**src/rtl/booth_mult_r4.sv**
```systemverilog
// Sequential radix-4 Booth multiplier: one Booth digit per clock, N_ITER = WIDTH/2+1 clocks per
// product, signed or unsigned per operation, one-cycle done strobe when R updates.
module booth_mult_r4 #(
  parameter int unsigned WIDTH = 16
) (
  input  logic               clk,
  input  logic               rst,
  input  logic               en,
  input  logic               sgn,
  input  logic [WIDTH-1:0]   A,
  input  logic [WIDTH-1:0]   B,
  output logic               busy,
  output logic               done,
  output logic [2*WIDTH-1:0] R
);

  localparam int unsigned N_ITER = WIDTH / 2 + 1;
  localparam int unsigned ExtW   = WIDTH + 2;
  localparam int unsigned HiW    = WIDTH + 4;
  localparam int unsigned CntW   = $clog2(N_ITER + 1);

  if (((WIDTH % 2) != 0) || (WIDTH < 4)) begin : g_bad_width
    $error("booth_mult_r4: WIDTH must be even and >= 4");
  end

  typedef enum logic {StIdle, StCalc} state_e;

  state_e               state_q, state_d;
  logic [ExtW-1:0]      m_q, m_d;
  logic [HiW-1:0]       hi_q, hi_d;
  // Multiplier bits above a trailing b[-1] slot; the low three bits are the current Booth window.
  logic [ExtW:0]        lo_q, lo_d;
  logic [CntW-1:0]      cnt_q, cnt_d;
  logic [2*WIDTH-1:0]   r_q, r_d;
  logic                 done_q, done_d;

  logic [HiW-1:0]             m_ext;
  logic [HiW-1:0]             addend;
  logic [HiW-1:0]             sum;
  logic signed [HiW+ExtW:0]   shifted;

  always_comb begin
    m_ext = {{2{m_q[ExtW-1]}}, m_q};
    unique case (lo_q[2:0])
      3'b001, 3'b010: addend = m_ext;
      3'b011:         addend = m_ext << 1;
      3'b100:         addend = -(m_ext << 1);
      3'b101, 3'b110: addend = -m_ext;
      default:        addend = '0;
    endcase
    sum     = hi_q + addend;
    shifted = $signed({sum, lo_q}) >>> 2;
  end

  always_comb begin
    state_d = state_q;
    m_d     = m_q;
    hi_d    = hi_q;
    lo_d    = lo_q;
    cnt_d   = cnt_q;
    r_d     = r_q;
    done_d  = 1'b0;
    unique case (state_q)
      StIdle: begin
        if (en) begin
          m_d     = sgn ? {{2{A[WIDTH-1]}}, A} : {2'b00, A};
          lo_d    = {(sgn ? {{2{B[WIDTH-1]}}, B} : {2'b00, B}), 1'b0};
          hi_d    = '0;
          cnt_d   = CntW'(N_ITER - 1);
          state_d = StCalc;
        end
      end
      StCalc: begin
        hi_d = shifted[HiW+ExtW:ExtW+1];
        lo_d = shifted[ExtW:0];
        if (cnt_q == '0) begin
          // Product sits in {hi, lo[ExtW:1]}; keep its low 2*WIDTH bits.
          r_d     = shifted[2*WIDTH:1];
          done_d  = 1'b1;
          state_d = StIdle;
        end else begin
          cnt_d = cnt_q - CntW'(1);
        end
      end
      default: state_d = StIdle;
    endcase
  end

  always_ff @(posedge clk) begin
    if (!rst) begin
      state_q <= StIdle;
      m_q     <= '0;
      hi_q    <= '0;
      lo_q    <= '0;
      cnt_q   <= '0;
      r_q     <= '0;
      done_q  <= 1'b0;
    end else begin
      state_q <= state_d;
      m_q     <= m_d;
      hi_q    <= hi_d;
      lo_q    <= lo_d;
      cnt_q   <= cnt_d;
      r_q     <= r_d;
      done_q  <= done_d;
    end
  end

  assign busy = (state_q == StCalc);
  assign done = done_q;
  assign R    = r_q;

endmodule
```
**config.mk**
```make
export PLATFORM = sky130hd
export DESIGN_NAME = booth_mult_r4
export DESIGN_NICKNAME = d
export VERILOG_FILES = /design/src/rtl/booth_mult_r4.sv
export SDC_FILE = /design/constraint.sdc
export NUM_CORES = 1
export LEC_CHECK = 0
export ABC_CLOCK_PERIOD_IN_PS = 3700
export BUFFER_PORTS_ARGS = -buffer_cell sky130_fd_sc_hd__buf_2
export CELL_PAD_IN_SITES_DETAIL_PLACEMENT = 0
export CELL_PAD_IN_SITES_GLOBAL_PLACEMENT = 1
export CORE_ASPECT_RATIO = 0.75
export CORE_MARGIN = 5
export CORE_UTILIZATION = 39
export CTS_CLUSTER_DIAMETER = 30
export CTS_CLUSTER_SIZE = 12
export DETAILED_ROUTE_END_ITERATION = 12
export PLACE_DENSITY_LB_ADDON = 0.05
export SLEW_MARGIN = 5
export SYNTH_ARGS = -nofsm -noshare
export SYNTH_HDL_FRONTEND = slang
export SYNTH_SLANG_ARGS = --single-unit
```
**constraint.sdc**
```tcl
create_clock -name clk -period 3.7 [get_ports clk]
set_input_delay 0.74 -clock clk [delete_from_list [all_inputs] [get_ports clk]]
set_output_delay 0.74 -clock clk [all_outputs]
set_load 0.01 [all_outputs]
```
==> flow_summary.ini <==
[finish]
final_cells = 994
diodes = 0
final_common_cell = nand2_1
drive_gt1_share_pct = 23.44
final_nets = 873
final_cell_area_um2 = 6818
final_cell_mix = nand2_1 (119), a21oi_1 (96), dfxtp_1 (90)
areaGrowthSynthToFinish_pct = 23.09

[synthesis]
dominantRegCellSynth = dfxtp_1
yosysUniqueCellTypes = 61
synth.avg_cell_area_um2 = 7.619
synth_edf_count = 0
ys_async_sr_fraction_pct = 0
syn_nets = 786
ys.warnings.count = 0
ys_ff_latch = 92
yosysSeqAreaShare_pct = 33.25
syn_area_um2 = 5539
synth_cells = 727

[placed_design]
io_buffers = 69
detailedPlacementHpwl_mm = 12.45
numPlacedInstances = 976
pre_cts_slack_ns = -0.1790
gp_congestion = 0.8502
dpl_cell_area_um2 = 6365

[global_route]
antenna_found_initial = 0
grt_max_degree = 61
first_global_vias = 5146
gr-total-overflow = 0
grt_use_total_pct = 19.71
grt_pass1_wl_mm = 26.72

[clocking]
root_buffer = clkbuf_16
cts_tree = done
clk_pin_slew_worst_paths_ns = 0.07
cts_buffers = 9
h-tree-depth = 3
clock_latency_ns = 0.34
cts_buffer_depth = 2
clock-sinks = 92

[route]
vias = 5359
post_drt_wl_per_cell_um = 16.56
firstDrtPassIters = 5
wl_mm = 16.46
drt_first_iter_violations = 300
ant_nets = 0
drc_errors = 0
viasPerCell = 5.391

[critical_path]
path_max_fanout = 4
cp-start-kind = register
endpoint_kind = register
arrival_ns = 3.81
r2r_cells = 15
worstSetupPathType = register to register
worstPathRequired_ns = 3.93

[run_status]
outcome = finished clean

[sta]
slew_viol_final = 0
hold_violations = 0
tns_ns = 0
setup_viol = 0
fin_worst_skew_ns = 0.006980
worst_hold_slack_ns = 0.4517
rsz0062_at_grt = yes
max_slew_margin_pct = 47.09
worst_slew_pin_slew_ns = 0.7937
final.min_clock_period_ns = 3.583
post-route-period-util_pct = 96.84
max_freq_mhz = 279.1
setup_slack_ns = 0.1169

[hold_path]
hold_depth = 2
hold_path.class = register to register

[flow_run]
drv_cap = 0

[floorplan]
die_area_um2 = 16710
initial_utilization_pct = 40.02
core_area_um2 = 13840
fp.dieW_um = 147.6
pin_count = 70
die_h_um = 113.2
num_rows = 37

[pwr]
power.density_nw_per_um2 = 392.3
vdd.ir_drop.worst_v = 0.0002435
p_leak_nw = 2.880
[critical path, cell delays in order (launching register included)]
cell,delay (ns)
dfxtp_2,0.34
nor4_4,0.29
buf_4,0.17
nand4_2,0.11
or4_4,0.45
xor2_1,0.17
a221oi_2,0.22
a21oi_1,0.08
ha_1,0.35
a21oi_2,0.18
o21bai_1,0.08
a21oi_1,0.16
o31ai_2,0.09
or3_1,0.33
and4_1,0.21
o31a_1,0.22
[final timing paths]
kind	start	end	slack (ns)
setup / recovery	m_q[3]$_SDFFE_PN0P_	hi_q[18]$_SDFFE_PN0P_	0.12
hold / removal	R[4]$_SDFFE_PN0P_	R[4]$_SDFFE_PN0P_	0.45
setup reg to reg	m_q[3]$_SDFFE_PN0P_	hi_q[18]$_SDFFE_PN0P_	0.12
hold reg to reg	R[4]$_SDFFE_PN0P_	R[4]$_SDFFE_PN0P_	0.45
[power breakdown]
group          switching [mW]  internal [mW]  leakage [nW]  total (mW)
combinational           0.404          0.299          1.99       0.703
sequential             0.0525           1.04         0.749        1.10
clock                   0.399          0.477         0.136       0.876
[cell type report]
| type | count | area (µm²) |
|---|---|---|
| fillers | 1457 | 7024 |
| multi-input cells | 566 | 3588 |
| flip-flops and latches | 92 | 1844 |
| repair buffers | 131 | 835.8 |
| clock buffers | 11 | 242.7 |
| well taps | 175 | 219.0 |
| inverters | 14 | 52.55 |
| clock inverters | 5 | 35.03 |
[through the flow]
step	util, %	power, mW
after floorplan	-	1.538
after global placement	45.98	1.771
after detailed placement	45.98	1.786
after CTS	48.16	2.675
after global routing	49.25	2.831
final	49.25	2.675
[Yosys cell counts, drive strengths merged (4+ instances only)]
cell / number / area [µm²]
nand2: 120 / 450.4
a21oi: 100 / 500.5
dfxtp: 92 / 1842
nor2: 73 / 274.0
clkbuf: 42 / 157.7
o21ai: 31 / 155.2
mux2i: 23 / 230.2
ha: 22 / 275.3
xnor2: 22 / 192.7
nand3: 18 / 90.09
xor2: 15 / 131.4
a22oi: 14 / 105.1
nor3b: 14 / 105.1
buf: 13 / 65.06
inv: 13 / 48.80
nor3: 10 / 50.05
nand2b: 9 / 56.30
a21o: 8 / 60.06
a221oi: 7 / 61.31
nor2b: 7 / 43.79
o21bai: 5 / 37.54
and2: 4 / 25.02
nand4: 4 / 31.28
o31ai: 4 / 35.03
or4: 4 / 33.78
[layer usage]
| layer | routed length (µm) | GRT usage, % | share of wire, % |
|---|---|---|---|
| met4 | 159 | 4.655 | 0.97 |
| met2 | 6953 | 29.47 | 42 |
| met3 | 708 | 4.243 | 4.3 |
| met1 | 8637 | 28.94 | 52 |
| met5 | 0 | 0 | 0 |
[kinds of logic after synthesis]
logic type / after synthesis / share of synthesized area (%)
xor gates and xnor gates: 37 / 5.850
muxes: 26 / 4.766
adders and majority gates: 23 / 5.331
and+or+nand+nor: 278 / 23.40
DFF: 92 / 33.25
AOI/OAI and AO/OA: 202 / 22.43
buffers and inverters: 69 / 4.969
[flip-flops by register name, indices dropped and copies added (netlist names)]
register	cells
busy	1
R	32
cnt_q	4
hi_q	18
m_q	17
lo_q	19
done	1
[what timing repair did]
item	in CTS	in global routing
endpoints found under the hold margin	0	0
endpoints found under the setup margin	6	13
cloned	0	0
pin swaps	0	16
setup buffers	0	2
hold buffers	0	0
gates resized for setup	6	29
Note: power is estimated with default switching activity, not from simulation.
